===== src/rtl/fifo_unpack_pkg.sv =====
// Shared definitions for the FIFO read-side byte unpacker: byte width,
// word geometry helpers and the output FSM state encoding.
package fifo_unpack_pkg;

    localparam int unsigned BYTE_W = 8;

    typedef enum logic {
        IDLE  = 1'b0,
        SHIFT = 1'b1
    } state_t;

    // Number of bytes carried by one FIFO read word.
    function automatic int unsigned word_bytes(input int unsigned word_width);
        return word_width / BYTE_W;
    endfunction

    // Width of the byte index inside a word (at least one bit).
    function automatic int unsigned byte_idx_width(input int unsigned word_width);
        return (word_bytes(word_width) > 2) ? $clog2(word_bytes(word_width)) : 1;
    endfunction

endpackage


===== src/rtl/fifo_unpack_wordbuf.sv =====
// Two-entry word queue between the FIFO read port and the byte shifter.
// Push and pop may happen in the same cycle; the caller guarantees no
// push while full and no pop while empty.
module fifo_unpack_wordbuf #(
    parameter int unsigned WORD_WIDTH = 64
) (
    input  logic                  clk_i,
    input  logic                  rst_i,
    input  logic                  push_i,
    input  logic [WORD_WIDTH-1:0] data_i,
    input  logic                  pop_i,
    output logic [WORD_WIDTH-1:0] head_o,
    output logic [1:0]            count_o
);

    logic [WORD_WIDTH-1:0] mem_q [2];
    logic                  wr_ptr_q;
    logic                  rd_ptr_q;
    logic [1:0]            count_q;
    logic [1:0]            count_d;

    // Occupancy after this cycle's push/pop.
    always_comb begin
        count_d = count_q + {1'b0, push_i} - {1'b0, pop_i};
    end

    // Storage, pointers and occupancy; everything cleared on reset.
    always_ff @(posedge clk_i) begin
        if (rst_i) begin
            for (int unsigned i = 0; i < 2; i++) begin
                mem_q[i] <= '0;
            end
            wr_ptr_q <= 1'b0;
            rd_ptr_q <= 1'b0;
            count_q  <= '0;
        end else begin
            if (push_i) begin
                mem_q[wr_ptr_q] <= data_i;
                wr_ptr_q        <= ~wr_ptr_q;
            end
            if (pop_i) begin
                rd_ptr_q <= ~rd_ptr_q;
            end
            count_q <= count_d;
        end
    end

    assign head_o  = mem_q[rd_ptr_q];
    assign count_o = count_q;

endmodule


===== src/rtl/fifo_byte_unpacker.sv =====
// Read-side companion of the 8-bit-in / 64-bit-out async FIFO. Pops words,
// hides the FIFO read latency with a 2-word buffer and serialises each word
// onto a valid/ready byte stream at up to one byte per cycle.
// Build option: define UNPACK_MSB_FIRST_EN to emit the most significant
// byte of each word first; otherwise byte [7:0] goes out first.
module fifo_byte_unpacker
    import fifo_unpack_pkg::*;
#(
    parameter int unsigned WORD_WIDTH = 64,
    parameter int unsigned BYTE_WIDTH = 8,
    parameter int unsigned RD_LATENCY = 2,
    parameter int unsigned CNT_WIDTH  = 32
) (
    input  logic                  rd_clk,
    input  logic                  rd_rst,
    output logic                  fifo_rd_en,
    input  logic [WORD_WIDTH-1:0] fifo_rd_data,
    input  logic                  fifo_rd_empty,
    output logic [BYTE_WIDTH-1:0] m_data,
    output logic                  m_valid,
    input  logic                  m_ready,
    output logic [CNT_WIDTH-1:0]  byte_cnt,
    output logic                  busy
);

    localparam int unsigned NBYTES = word_bytes(WORD_WIDTH);
    localparam int unsigned IDX_W  = byte_idx_width(WORD_WIDTH);
    localparam logic [IDX_W-1:0] LAST_IDX = IDX_W'(NBYTES - 1);

    state_t                state_q, state_d;
    logic [RD_LATENCY-1:0] pipe_q, pipe_d;
    logic [2:0]            infl;
    logic                  cap;
    logic [1:0]            buf_cnt;
    logic [WORD_WIDTH-1:0] buf_head;
    logic                  buf_push, buf_pop;
    logic                  avail, accept, last_acc, load;
    logic [WORD_WIDTH-1:0] next_word;
    logic [WORD_WIDTH-1:0] shift_q, shift_d;
    logic [IDX_W-1:0]      idx_q, idx_d;
    logic [BYTE_WIDTH-1:0] data_q, data_d;
    logic [CNT_WIDTH-1:0]  cnt_q, cnt_d;

    // Pop strobe delay line and count of words still in flight from the FIFO.
    always_comb begin
        pipe_d    = pipe_q << 1;
        pipe_d[0] = fifo_rd_en;
        infl      = '0;
        for (int unsigned i = 0; i < RD_LATENCY; i++) begin
            infl = infl + {2'b00, pipe_q[i]};
        end
    end

    assign cap = pipe_q[RD_LATENCY-1];

    // Pop only while buffer plus in-flight words leave room; never during reset.
    assign fifo_rd_en = !rd_rst && !fifo_rd_empty && (({1'b0, buf_cnt} + infl) < 3'd2);

    // Pop strobe pipeline register.
    always_ff @(posedge rd_clk) begin
        if (rd_rst) begin
            pipe_q <= '0;
        end else begin
            pipe_q <= pipe_d;
        end
    end

    fifo_unpack_wordbuf #(
        .WORD_WIDTH(WORD_WIDTH)
    ) u_wordbuf (
        .clk_i  (rd_clk),
        .rst_i  (rd_rst),
        .push_i (buf_push),
        .data_i (fifo_rd_data),
        .pop_i  (buf_pop),
        .head_o (buf_head),
        .count_o(buf_cnt)
    );

    // A word is available from the buffer head or, when the buffer is empty,
    // straight from the FIFO data arriving this cycle (saves one cycle of latency).
    assign avail     = (buf_cnt != 2'd0) || cap;
    assign next_word = (buf_cnt != 2'd0) ? buf_head : fifo_rd_data;
    assign accept    = (state_q == SHIFT) && m_ready;
    assign last_acc  = accept && (idx_q == LAST_IDX);

    // Output FSM state register.
    always_ff @(posedge rd_clk) begin
        if (rd_rst) begin
            state_q <= IDLE;
        end else begin
            state_q <= state_d;
        end
    end

    // Output FSM next-state logic.
    always_comb begin
        state_d = state_q;
        unique case (state_q)
            IDLE:    if (avail) state_d = SHIFT;
            SHIFT:   if (last_acc && !avail) state_d = IDLE;
            default: state_d = IDLE;
        endcase
    end

    // Output FSM datapath control: word load, buffer handshake, byte stepping.
    // Arriving data bypasses the buffer only when it is loaded straight into
    // the shifter; otherwise it is queued.
    always_comb begin
        load     = avail && ((state_q == IDLE) || last_acc);
        buf_pop  = load && (buf_cnt != 2'd0);
        buf_push = cap && !(load && (buf_cnt == 2'd0));
        shift_d  = shift_q;
        idx_d    = idx_q;
        data_d   = data_q;
        cnt_d    = cnt_q + CNT_WIDTH'(accept);
        if (load) begin
            idx_d = '0;
`ifdef UNPACK_MSB_FIRST_EN
            data_d  = next_word[WORD_WIDTH-1 -: BYTE_WIDTH];
            shift_d = next_word << BYTE_WIDTH;
`else
            data_d  = next_word[BYTE_WIDTH-1:0];
            shift_d = next_word >> BYTE_WIDTH;
`endif
        end else if (accept && !last_acc) begin
            idx_d = idx_q + 1'b1;
`ifdef UNPACK_MSB_FIRST_EN
            data_d  = shift_q[WORD_WIDTH-1 -: BYTE_WIDTH];
            shift_d = shift_q << BYTE_WIDTH;
`else
            data_d  = shift_q[BYTE_WIDTH-1:0];
            shift_d = shift_q >> BYTE_WIDTH;
`endif
        end
    end

    // Shifter, byte index, output byte and delivered-byte counter.
    always_ff @(posedge rd_clk) begin
        if (rd_rst) begin
            shift_q <= '0;
            idx_q   <= '0;
            data_q  <= '0;
            cnt_q   <= '0;
        end else begin
            shift_q <= shift_d;
            idx_q   <= idx_d;
            data_q  <= data_d;
            cnt_q   <= cnt_d;
        end
    end

    assign m_valid  = (state_q == SHIFT);
    assign m_data   = data_q;
    assign byte_cnt = cnt_q;
    assign busy     = (buf_cnt != 2'd0) || (infl != 3'd0) || m_valid;

endmodule

===== config.mk =====
export PLATFORM = sky130hd
export DESIGN_NAME = fifo_byte_unpacker
export DESIGN_NICKNAME = d
export VERILOG_FILES = /design/src/rtl/fifo_unpack_pkg.sv /design/src/rtl/fifo_unpack_wordbuf.sv /design/src/rtl/fifo_byte_unpacker.sv
export SDC_FILE = /design/constraint.sdc
export NUM_CORES = 1
export LEC_CHECK = 0
export ABC_CLOCK_PERIOD_IN_PS = 12000
export CORE_ASPECT_RATIO = 1.1
export CORE_UTILIZATION = 55
export DETAILED_ROUTE_END_ITERATION = 10
export DONT_BUFFER_PORTS = 1
export PLACE_DENSITY = 0.75
export SYNTH_ARGS = -nofsm -noshare
export SYNTH_HDL_FRONTEND = slang
export SYNTH_HIERARCHICAL = 1
export SYNTH_SLANG_ARGS = --single-unit
export TNS_END_PERCENT = 100

===== constraint.sdc =====
create_clock -name rd_clk -period 12 [get_ports rd_clk]
set_input_delay 3.6 -clock rd_clk [delete_from_list [all_inputs] [get_ports rd_clk]]
set_output_delay 3.6 -clock rd_clk [all_outputs]
set_load 0.02 [all_outputs]

## Word level (Yosys, flattened, before mapping)

Memory sizes are Yosys's and may differ from the RTL's. A register that Yosys moved wholly into a read port is not among the register bits.
Index checks and enable logic that the tools add are counted.

- Flip-flop bits (word level): 106
- Bits in writable memories: 128
- Word-level logic and storage cells: 64
- Memories kept: 1

- Add/sub/neg operators: 6
- Magnitude comparators: 1
- Equality and inequality tests: 1
- Multiplexer cells: 18
- Bitwise operators: 3
- Reductions and logical operators: 25

Memories:

| memory | depth | width | read ports | clocked after memory_dff | wr ports | RTL line | text |
|---|---|---|---|---|---|---|---|
| u_wordbuf.mem_q | 2 | 64 | 1 | 1 | 2 | fifo_unpack_wordbuf.sv:16 | `logic [WORD_WIDTH-1:0] mem_q [2];` |

Operators with widths:

| operator | count |
|---|---|
| 2-to-1 mux 64 bit | 2 |
| 2-to-1 mux 56 bit | 2 |
| OR reduction 64 bit | 1 |
| adder 32 x 1 -> 32 bit | 1 |
| 2-to-1 mux 8 bit | 2 |
| 2-to-1 mux 1 bit | 11 |
| logical AND 1 bit | 10 |
| zero test 1 bit | 5 |
| logical OR 1 bit | 4 |
| nonzero test 2 bit | 2 |
| adder 2 x 2 -> 3 bit | 1 |
| adder 3 x 1 -> 3 bit, second input constant | 1 |
| == test 3 bit, second input constant | 1 |
| less-than comparator 3 x 2 -> 1 bit, second input constant | 1 |
| inverter 1 bit | 3 |
| nonzero test 3 bit | 1 |
| adder 1 x 1 -> 2 bit | 1 |
| adder 2 x 1 -> 2 bit | 1 |
| zero test 2 bit | 1 |
| case mux 1 bit (2 select lines) | 1 |
| OR reduction 2 bit | 1 |
| subtractor 2 x 1 -> 2 bit | 1 |

## Depth between registers and ports, before layout

Gate-level depths: netlist of the first run.

- Word-level depth: 12
- Depth in mapped cells: 9

## By module

Netlist of the first run, hierarchy kept.

By module, submodules not included:

| module | times used | cells an instance | area each (sq um) | seq. area each (sq um) |
|---|---|---|---|---|
| fifo_unpack_wordbuf | 1 | 433 | 6110.9 | 3943.8 |
| fifo_byte_unpacker | 1 | 575 | 5074.9 | 2042.0 |

## Worst setup path before layout of the first run

Ideal clock, no wire load.

- Path kind: input -> output
- From: in rd_rst
- To: out fifo_rd_en
- Arrival time: 4.649 ns
- Data required time: 8.400 ns
- Setup slack: 3.751 ns
- Stages on the path: 3
- Buffers on the path: 2
- Path through: clkbuf_1 -> clkbuf_1 -> nor4_1

- Word-level cells in the longest chain between the ends: 3

Ends and longest elaborated chain:

| element | RTL line | text |
|---|---|---|
| start: declaration | fifo_byte_unpacker.sv:15 | `input logic rd_rst,` |
| zero test 1 bit | fifo_byte_unpacker.sv:57 | `assign fifo_rd_en = !rd_rst && !fifo_rd_empty && (({1'b0, buf_cnt} + infl) < 3'd2);` |
| logical AND 1 bit (2 in a row) | fifo_byte_unpacker.sv:57 |  |
| end: declaration | fifo_byte_unpacker.sv:16 | `output logic fifo_rd_en,` |

No other way between the ends.

## Final worst setup path of the first run

- From: in fifo_rd_empty
- To: out fifo_rd_en

- Word-level cells in the longest chain between the ends: 3

Ends and longest elaborated chain:

| element | RTL line | text |
|---|---|---|
| start: declaration | fifo_byte_unpacker.sv:18 | `input logic fifo_rd_empty,` |
| zero test 1 bit | fifo_byte_unpacker.sv:57 |  |
| logical AND 1 bit (2 in a row) | fifo_byte_unpacker.sv:57 |  |

No other way between the ends.

==> summary.txt, run 1 <==
Status
  • Outcome: completed

STA
  • RSZ-0062 raised after global routing: no
  • Final number of setup-violating endpoints: 0
  • Slew @ Worst Pin: 978.6 ps
  • Hold Slack: around 450 ps
  • Crit share post-route: 66.10%
  • Worst slew margin: approximately a third
  • Max Fclk: 126.1 MHz
  • Setup TNS: 0 ps
  • Final hold violation count: 0
  • Final slew viol count: 0
  • Period minus WS final: 7932 ps
  • Skew final: 9.768 ps

Setup path
  • Req. time, crit path: ~8400 ps
  • CP Data Arrival Time: 4330 ps
  • Crit Path Class: input port to output pin
  • Worst setup EP type: output pin
  • Slowest-stage cell, CP: nor4_1
  • Slowest stage delay, CP: between 700 and 800 ps
  • Crit start category: input port
  • Crit path max-delay family: simple AND/OR/NAND/NOR gates
  • Crit-path max FO: 2
  • Worst-path cell chain: nor4_1
  • Critical path buffers and inverters: 0

Final layout
  • Post-route cell area: between 0.01 and 0.015 sq mm
  • Number of diodes: 0
  • Final core utilization: 60.29%
  • Share of layout cells above drive strength 1: between 15 and 20%
  • Non-Filler Instances: around 1200
  • Area delta synth->final: 7.069%
  • Fillers: 1626
  • Fin nets: 1041

Die
  • Die height: 151.6 microns
  • IO Pins: 111
  • Die X: 138.0 microns
  • DIE AREA: 0.02091 sq mm
  • Initial Util: 56.31%
  • # rows: 54
  • Core Area: 0.01986 sq mm

Global route
  • Vias in the first global route: 7167
  • Initial antenna violation count: 0
  • GRT overflow: 0
  • GRT Total Usage: 23.41%
  • Largest net degree at the start of global routing: 177
  • Global-route wire length before repair: 37.79 mm

Logic synthesis
  • Synth Cell Area: 0.01119 sq mm
  • Sequential area share after synthesis: 53.51%
  • Count of flip-flops with a built-in enable after synthesis: roughly 130
  • Share of the synthesized area in the top cell type: 34.36%
  • Share of synthesized registers carrying an async set or reset: 0%
  • Library cells used by synthesis: 42
  • Post-synth top flop: edfxtp_1
  • Count leader, synth: nor2_1
  • Number of warnings issued by yosys: 6
  • Largest area contributor in the netlist: edfxtp_1
  • Mapped Nets: 1085
  • Yosys reg bits: 235
  • Synth Instances: about 1000
  • Avg Cell Area, Syn: 11.10 sq um
  • Largest cells by area after synthesis: edfxtp_1, dfxtp_1, mux2_4, mux2_2, nor2_1
  • Most frequent cells after synthesis: nor2_1, edfxtp_1, dfxtp_1, nand2_1, a21oi_1

Placed design
  • Placed Area: about 0.011 sq mm
  • # port buffers: 0
  • Detailed Place HPWL: 14.07 mm
  • Dpl cells: 1190
  • Final GP Congestion: 0.7742

Clock network
  • Post-CTS Setup Bufs: 0
  • Clock Tree Root: clkbuf_16
  • CTS tree: built
  • # resized after CTS: 0
  • Hold_buf cts: 0
  • CTS clk-pin slew, worst paths: 60 ps
  • Skew-Pair Late Insertion Delay: 520 ps
  • Clock sinks: between 200 and 250
  • H-Tree Depth: 1
  • CTS buffer count: 24
  • Clk buf depth: 3

Power and ir drop
  • Pwr dens: about 200 mW/mm^2
  • Peak VDD IR: 0.0001189 V
  • Static Leak: 0.004207 uW

Job
  • Max capacitance violation total: 0

Drt
  • Vias: around 7400
  • Post-route ant nets: 0
  • DRC: 0
  • Via/cell ratio: 6.005
  • 1st-iter DRT viols: 542
  • DR WL/cell: just under 20 microns
  • Pre-antenna DRT Iters: 4
  • Routed Wire Length: 24.35 mm

Worst hold path
  • Hold WC Path Type: flop to flop
## sequential cells by signal, indices dropped and copies added, names as in the netlist, 2 cells and up, named ones only
register,cells
byte_cnt,32
m_data,8
shift_q,56
u_wordbuf/count_o,2
idx_q,3
pipe_q,2
u_wordbuf/mem_q,128
## area by class of cell
type                    instances  area [sq um]  area share [%]
well taps                     252         315.3           2.633
repair buffers                  8         60.06          0.5015
clock inverters                10         101.3          0.8462
flip-flops and latches        235          5989           50.01
inverters                       7         26.28          0.2194
multi-input cells             688          4766           39.79
clock buffers                  33         718.2           5.997
## layout by cell type (no fill, tap or decap), drive strengths merged, types with 19 or more instances in the layout
cell type	count
dfxtp	107
nor2	144
a21oi	78
clkbuf	33
edfxtp	128
mux2	122
nand2	82
nand2b	69
a22oi	48
nand3	19
## worst reg2reg max path, stage by stage (launching register included)
cell and delay, ps:
dfxtp_1 390, nor2_4 150, buf_4 740, a21oi_1 350, nand2_2 150, buf_4 650
nand2b_2 700, buf_4 550
## final timing paths
path                                           start  slack, ps  cells after the start                endpoint
worst max-delay path                   fifo_rd_empty       4070                      1              fifo_rd_en
worst min-delay path                      shift_q[4]        450                      2              shift_q[4]
worst max register to register  u_wordbuf/count_o[1]       8010                      7  u_wordbuf/mem_q[1][40]
worst min register to register            shift_q[4]        450                      2              shift_q[4]
## cell families (layout without fill, tap and decap cells)
family,count (synthesis),count (layout),synth area share [%]
xor+xnor,12,12,1.063
mux,124,124,14.47
flops,235,235,53.51
buf+inv,85,58,4.139
simple gates,380,380,16.53
fa+ha+maj,9,9,1.074
compound gates,163,163,9.206
## per-layer routing
| metal | part of all wire (%) | global-route usage [%] |
|---|---|---|
| met5 | 0 | 0 |
| met4 | 2.4 | 7.283 |
| met3 | 6.2 | 3.726 |
| met2 | 49 | 39.95 |
| met1 | 42 | 30.38 |
## stage by stage
stage          setup WS (ps)  total power [uW]
6_report                4068              2454
5_1_grt                 4032              2562
4_1_cts                 4063              2467
3_5_place_dp            4063              1705
3_3_place_gp            4052              1693
2_1_floorplan           3751              1588
## power by group
part           total, uW  leakage (uW)  internal (uW)  switching (uW)
clock network        765      0.000407            461             304
logic                629       0.00160            300             329
registers           1060       0.00220            965            94.3
Power figures use the tool's default switching activity.
==> run 2: changes to the inputs <==
--- a/config.mk
+++ b/config.mk
@@ -5,7 +5,7 @@
 export SDC_FILE = /design/constraint.sdc
 export NUM_CORES = 1
 export LEC_CHECK = 0
-export ABC_CLOCK_PERIOD_IN_PS = 12000
+export ABC_CLOCK_PERIOD_IN_PS = 7900
 export CORE_ASPECT_RATIO = 1.1
 export CORE_UTILIZATION = 55
 export DETAILED_ROUTE_END_ITERATION = 10
==> constraint.sdc (replaced) <==
create_clock -name rd_clk -period 7.9 [get_ports rd_clk]
set_input_delay 2.37 -clock rd_clk [delete_from_list [all_inputs] [get_ports rd_clk]]
set_output_delay 2.37 -clock rd_clk [all_outputs]
set_load 0.02 [all_outputs]
==> run 2 against run 1 <==
Power grew 52%. Largest power group unchanged. Worst setup slack worse by 1700 ps. Sequential power rose by 52%. Cell count grew 0.16%. Critical path depth unchanged.
==> summary.txt, run 2 (same netlist as run 1, synthesis figures left out) <==
Placed design
  • Placed Area: 0.01116 sq mm (about the same)
  • Final GP Congestion: 0.7432 (-4.0%)
  • Detailed Place HPWL: 14.44 mm (+2.7%)
  • # port buffers: 0 (unchanged)

Setup path
  • Flop2flop setup slack: 3890 ps (-4120 ps)
  • Crit path max-delay family: simple AND/OR/NAND/NOR gates
  • Slowest stage delay, CP: 750 ps (+20 ps)
  • Worst setup EP type: output pin
  • Slowest-stage cell, CP: nor4_1
  • Crit-path max FO: 176 (+174)
  • Req. time, crit path: 5530 ps (-2870 ps)
  • R2R Path Start: u_wordbuf/count_o[1]
  • CP Data Arrival Time: 3150 ps (-1180 ps)
  • Crit Path Class: input port to output pin
  • Worst Setup SP: rd_rst
  • Crit start category: input port
  • Worst-path cell chain: nor4_1
  • Critical path buffers and inverters: 0 (unchanged)

Drt
  • Vias: 7473 (+0.93%)
  • Routed Wire Length: 24.90 mm (+2.3%)
  • 1st-iter DRT viols: 742 (+37%)
  • Via/cell ratio: 6.051 (+0.77%)
  • Post-route ant nets: 0 (unchanged)
  • DR WL/cell: 20.16 microns (+2.1%)
  • DRC: 0 (unchanged)
  • Pre-antenna DRT Iters: 5 (+1)

Clock network
  • CTS tree: built
  • CTS clk-pin slew, worst paths: 70 ps (about the same)
  • Clock Tree Root: clkbuf_16
  • H-Tree Depth: 1 (unchanged)
  • # resized after CTS: 0 (unchanged)
  • Clock sinks: 235 (unchanged)
  • Clk buf depth: 3 (unchanged)
  • Hold_buf cts: 0 (unchanged)
  • CTS buffer count: 24 (unchanged)
  • Post-CTS Setup Bufs: 0 (unchanged)
  • Skew-Pair Late Insertion Delay: 510 ps (about the same)

Die
  • Core Area: 0.01986 sq mm (unchanged)
  • IO Pins: 111 (unchanged)
  • Die X: 138.0 microns (unchanged)
  • # rows: 54 (unchanged)
  • Initial Util: 56.31% (unchanged)
  • DIE AREA: 0.02091 sq mm (unchanged)
  • Die height: 151.6 microns (unchanged)

STA
  • Final hold violation count: 0 (unchanged)
  • Worst slew margin: 29.12% (-5.6 points)
  • Period minus WS final: 5523 ps
  • RSZ-0062 raised after global routing: no
  • Slew @ Worst Pin: 1063 ps (+84.55 ps)
  • Final slew viol count: 0 (unchanged)
  • Final number of setup-violating endpoints: 0 (unchanged)
  • Skew final: 15.05 ps (+5.283 ps)
  • Crit share post-route: 69.92%
  • Max Fclk: 181.0 MHz
  • Setup TNS: 0 ps (unchanged)

Final layout
  • Number of diodes: 0 (unchanged)
  • Most common cell after layout, fill and taps aside: nor2_1
  • Area delta synth->final: 7.047% (about the same)
  • Max reg flops: 128 (unchanged)
  • Register with the most flip-flops: u_wordbuf/mem_q
  • Fin nets: 1042 (+0.096%)
  • Post-route cell area: 0.01197 sq mm (about the same)
  • Share of layout cells above drive strength 1: 18.62% (+0.17 points)
  • Commonest cells after routing, fill and taps aside: nor2_1, edfxtp_1, dfxtp_1, nand2_1, a21oi_1

Global route
  • Largest net degree at the start of global routing: 177 (unchanged)
  • Global-route wire length before repair: 39.12 mm (+3.5%)
  • GRT Total Usage: 24.13% (+0.72 points)
  • GRT overflow: 0 (unchanged)
  • Vias in the first global route: 7326 (+2.2%)
  • Initial antenna violation count: 0 (unchanged)

Power and ir drop
  • Total power draw: 3733 uW (+52%)
  • Peak VDD IR: 0.0002229 V (+87%)
  • Pwr dens: 311.8 mW/mm^2 (+52%)
  • Static Leak: 0.004199 uW (-0.19%)

Job
  • Max capacitance violation total: 0 (unchanged)

Status
  • Outcome: completed

Worst hold path
  • Min-delay src: shift_q[5]
  • Hold WC Path Type: flop to flop
## run 2: report_power, final
part           internal, uW  switching [uW]  total, uW  leakage (uW)
registers              1470             146       1610       0.00220
clock network           686             471       1160      0.000394
logic                   457             507        964       0.00161
total                  2610            1120       3730       0.00420
## run 2: per-stage QoR
step	setup slack (ps)	instances	hold WS, ps	utilization, %
finish	2377	1235	450.3	60.28
global route	2352	1235	470.0	60.28
CTS	2401	1235	451.5	60.28
detailed placement	2393	1191	442.5	56.20
global placement	2403	1191	437.2	56.20
floorplan	2111	1008	436.8	-
## run 2: worst paths after layout
kind                             to  cells past startpoint
max reg2reg  u_wordbuf/mem_q[0][61]                      5
min                      shift_q[5]                      2
min reg2reg              shift_q[5]                      2
max                      fifo_rd_en                      1
## run 2: final cells by class
class / count / area (sq um)
clock buffers: 29 / 650.6
flip-flops and latches: 235 / 5989
repair buffers: 9 / 67.56
well taps: 252 / 315.3
fillers: 1639 / 7890
clock inverters: 15 / 158.9
multi-input cells: 688 / 4766
inverters: 7 / 26.28
## run 2: worst min-delay path, cell delays in order, from the launching register on
cell	delay [ps]
dfxtp_1	310
nand2_1	50
a21oi_1	50
## run 2: per-layer routing
metal  GRT usage (%)  share of wire, %
met3           4.391               7.2
met1           32.14                43
met2           40.40                48
met4           6.196               1.9
met5               0                 0
==> run 3: changes to the inputs <==
--- a/config.mk
+++ b/config.mk
@@ -5,12 +5,12 @@
 export SDC_FILE = /design/constraint.sdc
 export NUM_CORES = 1
 export LEC_CHECK = 0
-export ABC_CLOCK_PERIOD_IN_PS = 7900
+export ABC_CLOCK_PERIOD_IN_PS = 4600
 export CORE_ASPECT_RATIO = 1.1
 export CORE_UTILIZATION = 55
 export DETAILED_ROUTE_END_ITERATION = 10
 export DONT_BUFFER_PORTS = 1
-export PLACE_DENSITY = 0.75
+export PLACE_DENSITY = 0.78
 export SYNTH_ARGS = -nofsm -noshare
 export SYNTH_HDL_FRONTEND = slang
 export SYNTH_HIERARCHICAL = 1
==> constraint.sdc (replaced) <==
create_clock -name rd_clk -period 4.6 [get_ports rd_clk]
set_input_delay 1.38 -clock rd_clk [delete_from_list [all_inputs] [get_ports rd_clk]]
set_output_delay 1.38 -clock rd_clk [all_outputs]
set_load 0.02 [all_outputs]
==> run 3 against run 2 <==
Sequential power up 76%. Largest cell class unchanged. Critical path type is now flop to output pin. Register-to-register slack worse by 1900 ps. Worst hold slack better by 5.9 ps. Worst setup slack worse by 1400 ps. Cell count up 0.16%. Critical path depth up 5.
==> summary.txt, run 3 (same netlist as run 1, synthesis figures left out) <==
Final layout
  • Multi-input gate area: 0.004766 sq mm (unchanged)
  • Commonest cells after routing, fill and taps aside: nor2_1, edfxtp_1, dfxtp_1, nand2_1, a21oi_1
  • Register with the most flip-flops: u_wordbuf/mem_q
  • Number of diodes: 0 (unchanged)
  • Fillers: 1604 (-2.1%)
  • Most common cell after layout, fill and taps aside: nor2_1
  • Max reg flops: 128 (unchanged)
  • Reg area: 0.005989 sq mm (unchanged)
  • Share of layout cells above drive strength 1: 18.07% (-0.55 points)
  • Area delta synth->final: 6.678%
  • Fin nets: 1044 (+0.19%)

STA
  • Setup TNS: 0 ps (unchanged)
  • Final number of setup-violating endpoints: 0 (unchanged)
  • RSZ-0062 raised after global routing: no
  • Final WS setup: 983.8 ps (-1393 ps)
  • Skew final: 13.36 ps (-1.693 ps)
  • Final hold violation count: 0 (unchanged)
  • Worst slew margin: 36.91% (+7.8 points)
  • Slew @ Worst Pin: 946.3 ps (-116.8 ps)
  • Period minus WS final: about 3600 ps
  • Crit share post-route: 78.61%
  • Hold Slack: 456.2 ps (+5.873 ps)
  • Max Fclk: 276.5 MHz
  • Final slew viol count: 0 (unchanged)

Clock network
  • Clock Tree Root: clkbuf_16
  • CTS tree: built
  • Hold_buf cts: 0 (unchanged)
  • H-Tree Depth: 1 (unchanged)
  • CTS clk-pin slew, worst paths: 60 ps (about the same)
  • Skew-Pair Late Insertion Delay: 510 ps (about the same)
  • Clock sinks: 235 (unchanged)
  • Post-CTS Setup Bufs: 0 (unchanged)
  • Clk buf depth: 3 (unchanged)
  • # resized after CTS: 0 (unchanged)
  • CTS buffer count: 24 (unchanged)

Setup path
  • R2R Path Start: m_valid
  • Critical path buffers and inverters: 2 (+2)
  • Flop2flop setup slack: 1980 ps (-1910 ps)
  • Worst r2r dst: byte_cnt[14]
  • Slowest-stage cell, CP: fa_1
  • Worst-path cell chain: inv_1 -> ha_1 -> and2_1 -> fa_1 -> nor4_1 -> buf_4
  • Crit-path max FO: 3 (-98%)
  • Slowest stage delay, CP: 460 ps (-290 ps)
  • Crit start category: flop
  • CP Data Arrival Time: 2240 ps (-910 ps)
  • R2R depth: 5 (unchanged)
  • Req. time, crit path: 3220 ps (-2310 ps)
  • Worst setup EP type: output pin
  • Crit Path Class: flop to output pin
  • Crit path max-delay family: adder cells

Placed design
  • Detailed Place HPWL: 14.51 mm (+0.51%)
  • Final GP Congestion: 0.7761 (+4.4%)
  • # port buffers: 0 (unchanged)
  • Place WS: 1282 ps (-1111 ps)

Job
  • Max capacitance violation total: 0 (unchanged)

Worst hold path
  • Hold path endpoint: shift_q[20]
  • Hold path depth: 2 (unchanged)
  • Hold WC Path Type: flop to flop
  • Min-delay src: shift_q[20]

Drt
  • Via/cell ratio: 6.032 (-0.32%)
  • Post-route ant nets: 0 (unchanged)
  • DRC: 0 (unchanged)
  • Vias: 7461 (-0.16%)
  • DR WL/cell: 19.81 microns (-1.7%)
  • Pre-antenna DRT Iters: 5 (unchanged)
  • 1st-iter DRT viols: 633 (-15%)
  • Routed Wire Length: 24.50 mm (-1.6%)

Die
  • Core Area: 0.01986 sq mm (unchanged)
  • # rows: 54 (unchanged)
  • DIE AREA: 0.02091 sq mm (unchanged)
  • Die X: 138.0 microns (unchanged)
  • Die height: 151.6 microns (unchanged)
  • Initial Util: 56.31% (unchanged)
  • IO Pins: 111 (unchanged)

Power and ir drop
  • Pwr dens: 521.8 mW/mm^2 (+67%)
  • Static Leak: 0.004180 uW (-0.46%)
  • Peak VDD IR: 0.0004354 V (+95%)

Global route
  • Initial antenna violation count: 0 (unchanged)
  • GRT overflow: 0 (unchanged)
  • Vias in the first global route: 7441 (+1.6%)
  • Global-route wire length before repair: 38.80 mm (-0.81%)
  • GRT Total Usage: 23.85% (-0.28 points)
  • Largest net degree at the start of global routing: 177 (unchanged)

Status
  • Outcome: completed
==> run 3: changes by cell type in the layout (fill, tap and decap cells not counted), moves of 2 or more <==
cell	previous run	this run
clkinvlp_4	2	0
buf_12	0	3
clkbuf_1	3	10
bufinv_16	3	0
clkinv_4	2	0
==> run 3: how the worst max path moves through the flow <==
stage              start  slack [ps]  cells after the start                    end
6_report       pipe_q[1]         980                      6             fifo_rd_en
5_1_grt        pipe_q[1]         870                      6             fifo_rd_en
4_1_cts        pipe_q[1]         960                      6             fifo_rd_en
3_5_place_dp     m_ready        1280                      5           byte_cnt[18]
3_3_place_gp     m_ready        1350                      5           byte_cnt[18]
2_1_floorplan    m_ready         480                      5  u_wordbuf/mem_q[1][0]
==> run 3: worst reg2reg max path, cell delays in order (launching register included) <==
cell	delay [ps]
dfxtp_1	580
and3_1	310
ha_1	240
nand4_1	530
or4_1	700
a21oi_1	160
==> run 3: report_power, final <==
group,leakage (uW),internal (uW),total (uW),switching (uW)
logic,0.00163,807,1600,797
clock network,0.000352,1020,1780,761
registers,0.00220,2520,2840,322
total,0.00418,4350,6230,1880
==> run 3: through the flow <==
step	std cells	total power, uW	utilization (%)	cell area (sq um)
after detailed placement	1193	4489	56.47	11220
after global placement	1193	4444	56.47	11220
after floorplan	1008	4143	-	11190
final	1237	6226	60.07	11930
after global routing	1237	6520	60.07	11930
after CTS	1237	6272	60.07	11930
==> run 3: cell type report <==
class                      instances  area share [%]
clock inverter                     7          0.2621
sequential                       235           50.19
multi-input combinational        688           39.94
clock buffer                      37           5.736
inverter                           7          0.2202
timing repair buffer              11           1.007
tap                              252           2.642
==> run 3: routing by layer <==
metal / up-vias / track usage (%) / part of all wire (%)
met1: 3705 / 31.50 / 43
met5: - / 0 / 0
met4: 0 / 5.870 / 1.7
met3: 32 / 4.258 / 6.0
met2: 191 / 40.43 / 49
li1: 3533 / - / -
==> variant 1, RTL diff (flow settings as in run 2) <==
Reset style: asynchronous (`rd_rst` and `rst_i`), changed in 4 clocked blocks.
--- a/src/rtl/fifo_unpack_wordbuf.sv
+++ b/src/rtl/fifo_unpack_wordbuf.sv
@@ -27,3 +27,3 @@
     // Storage, pointers and occupancy; everything cleared on reset.
-    always_ff @(posedge clk_i) begin
+    always_ff @(posedge clk_i or posedge rst_i) begin
         if (rst_i) begin
--- a/src/rtl/fifo_byte_unpacker.sv
+++ b/src/rtl/fifo_byte_unpacker.sv
@@ -59,3 +59,3 @@
     // Pop strobe pipeline register.
-    always_ff @(posedge rd_clk) begin
+    always_ff @(posedge rd_clk or posedge rd_rst) begin
         if (rd_rst) begin
@@ -87,3 +87,3 @@
     // Output FSM state register.
-    always_ff @(posedge rd_clk) begin
+    always_ff @(posedge rd_clk or posedge rd_rst) begin
         if (rd_rst) begin
@@ -138,3 +138,3 @@
     // Shifter, byte index, output byte and delivered-byte counter.
-    always_ff @(posedge rd_clk) begin
+    always_ff @(posedge rd_clk or posedge rd_rst) begin
         if (rd_rst) begin
Function: differs if rd_rst is asserted again (counterexample within 4 cycles, from zero or initial values and one cycle with rd_rst high); with rd_rst held inactive, the same outputs for 10 cycles.
==> variant 1 against run 2 <==
Sequential cell count decreased by 1. Synthesized cell count decreased by 13%. Area after synthesis decreased by 1.2%. Setup slack got worse by 0.056 ns. Critical path depth stayed put. Clock power decreased by 4%. Count of clock-buffer cells in the layout grew 7. Via count fell by 9.4%. Maximum frequency down 1.0%. Routed wire length decreased by 4.1%. Power increased by 26%. Cell area fell by 1.1%. Critical path type unchanged. Sequential share of layout area fell by 0.59 points.
==> variant 1: results (changes against run 2) <==
- Synth Area in Compound Gates: 7.89% (-1.3 points)
- Number of buffers created by CTS: 25 (+4.2%)
- Async SR Flop Fraction: 100% (+100 points)
- Largest net degree at the start of global routing: 74 (-58%)
- Mux cell area share after synthesis: 21.7% (+7.2 points)
- Starting DRT DRC Count: 433 (-42%)
- Post-Syn Instances: 872 (-13%)
- Slew HR: 32.2% (+3.0 points)
- CP startpoint: fifo_rd_empty
- Net Count, Synth: 949 (-13%)
- Worst-path fanout max: 2 (-99%)
- Setup WS pre-CTS: 2.35 ns (-0.0458 ns)
- Outcome: finished, final reports clean
- IO buf count: 0 (unchanged)
- Worst stage delay on the critical path: 0.84 ns (+0.09 ns)
- GRT Util Overall: 23.4% (-0.77 points)
- Synth Area in XOR/XNOR: 2.77% (+1.7 points)
- Yosys warns: 6 (unchanged)
- Layout cells sized above 1: 29.2% (+11 points)
- Vias in the first global route: 7019 (-4.2%)
- # fillers: 1526 (-6.9%)
- Routability congestion estimate: 0.754 (+1.5%)
- Fin Clk Skew: 0.0145 ns (-0.000518 ns)
- Worst-Skew Late Latency: 0.53 ns (+0.02 ns)
- Largest cells by area after synthesis: dfrtp_1 53%, mux2_2 13%, mux2_4 8.1%
- Most frequent cells after synthesis: 234 x dfrtp_1, 145 x nand2_1, 127 x mux2_2
- Post-Synth Adder-Cell Area: 1.09% (+0.013 points)
- Worst hold path depth: 0 (-2)
- Drt wl/cell: 21.2 µm (+5.3%)
- Via density: 6.02 (-0.46%)
- Reg2Reg Depth: 8 (+3)
- TritonRoute pass-1 iters: 5 (unchanged)
- Critical path arrival: 3.21 ns (+0.06 ns)
- First-pass GRT wire length: 37.6 mm (-3.8%)
- Int Pwr: 0.00320 W (+22%)
- Post-Layout Cell Count: 1124 (-9.0%)
- Share of the yosys chip area belonging to registers: 53.0% (-0.55 points)
- Postcts setup bufs: 0 (unchanged)
- VDD IR max: 0.303 mV (+36%)
- HP Start: pipe_q[0]$_DFF_PP0_
- Post-DP HPWL: 14.4 mm (about the same)
- Leak: 5.36 nW (+28%)
- RR Startpoint: idx_q[0]$_DFFE_PP0P_
## variant 1: cell count changes after synthesis, moves of 16 or more
cell / change
dfrtp_1: +234
nor2_1: -135
edfxtp_1: -128
dfxtp_1: -107
nand2b_1: -66
mux2_2: +65
nand2_1: +63
a221o_1: +55
a22oi_1: -48
clkbuf_1: -29
a21oi_1: -27
xnor2_1: +23
and3_1: +16
## variant 1: routing by layer
layer,vias to the layer above,track usage (%),part of all wire [%]
li1,3089,-,-
met1,3472,31.5,44
met2,166,37.7,48
met3,43,5.02,5.9
met4,0,6.98,2.4
met5,-,0,0
## variant 1: final timing paths
| kind | end | slack [ns] |
|---|---|---|
| max | fifo_rd_en | 2.32 |
| min | pipe_q[1]$_DFF_PP0_ | 0.43 |
| max reg2reg | u_wordbuf/mem_q[126]$_DFFE_PP0P_ | 4.42 |
| min reg2reg | pipe_q[1]$_DFF_PP0_ | 0.43 |
| max in group asynchronous | u_wordbuf/rd_ptr_q$_DFFE_PP0P_ | 4.56 |
| min in group asynchronous | pipe_q[0]$_DFF_PP0_ | 1.72 |
## variant 1: power groups by stage
stage | Combinational, W | Sequential [W] | Clock [W]
floorplan | 0.00137 | 0.00193 | 0
global placement | 0.00149 | 0.00203 | 0
detailed placement | 0.00155 | 0.00205 | 0
CTS | 0.00155 | 0.00204 | 0.00113
global route | 0.00168 | 0.00209 | 0.00118
finish | 0.00154 | 0.00204 | 0.00111
## variant 1: cell type report
type / count / area (µm²) / area share (%)
Clock buffer: 36 / 717 / 6.05
Clock inverter: 9 / 63.8 / 0.539
Inverter: 8 / 35.0 / 0.296
Multi-Input combinational cell: 574 / 4780 / 40.3
Sequential cell: 234 / 5860 / 49.4
Tap cell: 252 / 315 / 2.66
Timing Repair Buffer: 11 / 82.6 / 0.697
==> variant 2, RTL diff (flow settings as in run 2) <==
Made on the original files. Build with the macro `UNPACK_MSB_FIRST_EN` defined.
--- a/src/rtl/fifo_byte_unpacker.sv
+++ b/src/rtl/fifo_byte_unpacker.sv
@@ -5,2 +5,4 @@
 // byte of each word first; otherwise byte [7:0] goes out first.
+`define UNPACK_MSB_FIRST_EN
+
 module fifo_byte_unpacker
Formal check against the unedited RTL: not equivalent (a bounded check fails within 4 cycles, from zero or initial values and one cycle with rd_rst high).
==> variant 2 against run 2 <==
The run now ends with design-rule violations left. Register-to-register slack improved by 0.12 ns. Area after synthesis increased by 1.2%. Setup slack got worse by 0.086 ns. Count of clock-buffer cells in the layout increased by 7. Sequential cell count unchanged. Global-route usage decreased by 0.60 points. Cell area increased by 0.34%. Sequential power increased by 6%. Routed wire length increased by 0.53%. Hold slack improved by 0.016 ns. Power increased by 3.9%.
==> variant 2: results (changes against run 2) <==
- Number of buffers created by CTS: 25 (+4.2%)
- Reg2Reg Depth: 8 (+3)
- Non-clk bufs: 8 (-1)
- Worst stage delay on the critical path: 0.78 ns (+0.03 ns)
- WL met2: 12.5 mm (+3.7%)
- # fillers: 1627 (-0.73%)
- Largest cells by area after synthesis: edfxtp_1 34%, dfxtp_1 19%, mux2_4 8.0%
- HP Start: shift_q[11]$_SDFFE_PP0P_
- Share of the yosys chip area belonging to registers: 52.9% (-0.65 points)
- VDD IR max: 0.199 mV (-11%)
- Worst Tran Pin Value: 1.07 ns (+0.0114 ns)
- Yosys cell types: 43 (+2.4%)
- Vias in the first global route: 7599 (+3.7%)
- Period utilization: 71.0% (+1.1 points)
- GRT Util Overall: 23.5% (-0.60 points)
- Critical path arrival: 3.24 ns (+0.09 ns)
- TritonRoute pass-1 iters: 11 (+6)
- Routability congestion estimate: 0.770 (+3.6%)
- M2 GR Usage: 41.0% (+0.63 points)
- Post-DP HPWL: 14.3 mm (-0.80%)
- Internal reg-to-reg setup slack: 4.01 ns (+0.12 ns)
- FF-to-FF End: u_wordbuf/mem_q[0][27]$_SDFFCE_PN0P_
- Worst min-delay path endpoint: shift_q[11]$_SDFFE_PP0P_
- Met1 GRT Util: 29.2% (-3.0 points)
- Failing checks: design-rule violations
- WL met3: 1.93 mm (+8.6%)
- Syn_area_per_cell: 10.7 µm² (-3.3%)
- Starting DRT DRC Count: 647 (-13%)
- Clock buffers: 36 (+24%)
- Non-clock buffer share: 0.500% (-0.064 points)
- CP startpoint: rd_rst
- Post-Layout Cell Count: 1273 (+3.1%)
- WL met1: 10.1 mm (-4.5%)
- Overall routed net length: 25.0 mm (+0.53%)
- Cell count after placement: 1228 (+3.1%)
- Leak: 4.10 nW (-2.4%)
- Net Count, Synth: 1132 (+4.3%)
- DR top layer: met4
- Total number of vias: 7753 (+3.7%)
- RR Startpoint: idx_q[0]$_SDFFE_PP0P_
- Switch Pwr: 0.00125 W (+12%)
- Most frequent cells after synthesis: 147 x nor2_1, 128 x edfxtp_1, 111 x nand2_1
- Setup WS pre-CTS: 2.41 ns (+0.0134 ns)
- DRC: 8 (+8)
- Layout cells sized above 1: 13.4% (-5.2 points)
- Number of multi-input logic gates: 726 (+5.5%)
- Outcome: finished, violations left
- First-pass GRT wire length: 40.0 mm (+2.4%)
variant 2: power by group through the flow:
stage / logic (W) / clock network, W / registers, W
floorplan: 0.000960 / 0 / 0.00164
global placement: 0.00107 / 0 / 0.00171
detailed placement: 0.00108 / 0 / 0.00172
CTS: 0.00109 / 0.00111 / 0.00170
global route: 0.00119 / 0.00115 / 0.00172
finish: 0.00109 / 0.00109 / 0.00170
variant 2: cell families (layout without fill, tap and decap cells):
logic type	Yosys count	after routing	synth area share (%)
simple gates	457	457	19.8
flops	235	235	52.9
mux	85	85	10.4
fa+ha+maj	9	9	1.06
buf+inv	94	60	4.48
compound gates	163	163	10.4
xor+xnor	12	12	1.05
variant 2: metrics by stage:
step,area (µm²),hold slack (ns)
2_1_floorplan,11300,0.441
3_3_place_gp,11300,0.445
3_5_place_dp,11300,0.454
4_1_cts,12000,0.466
5_1_grt,12000,0.480
6_report,12000,0.466
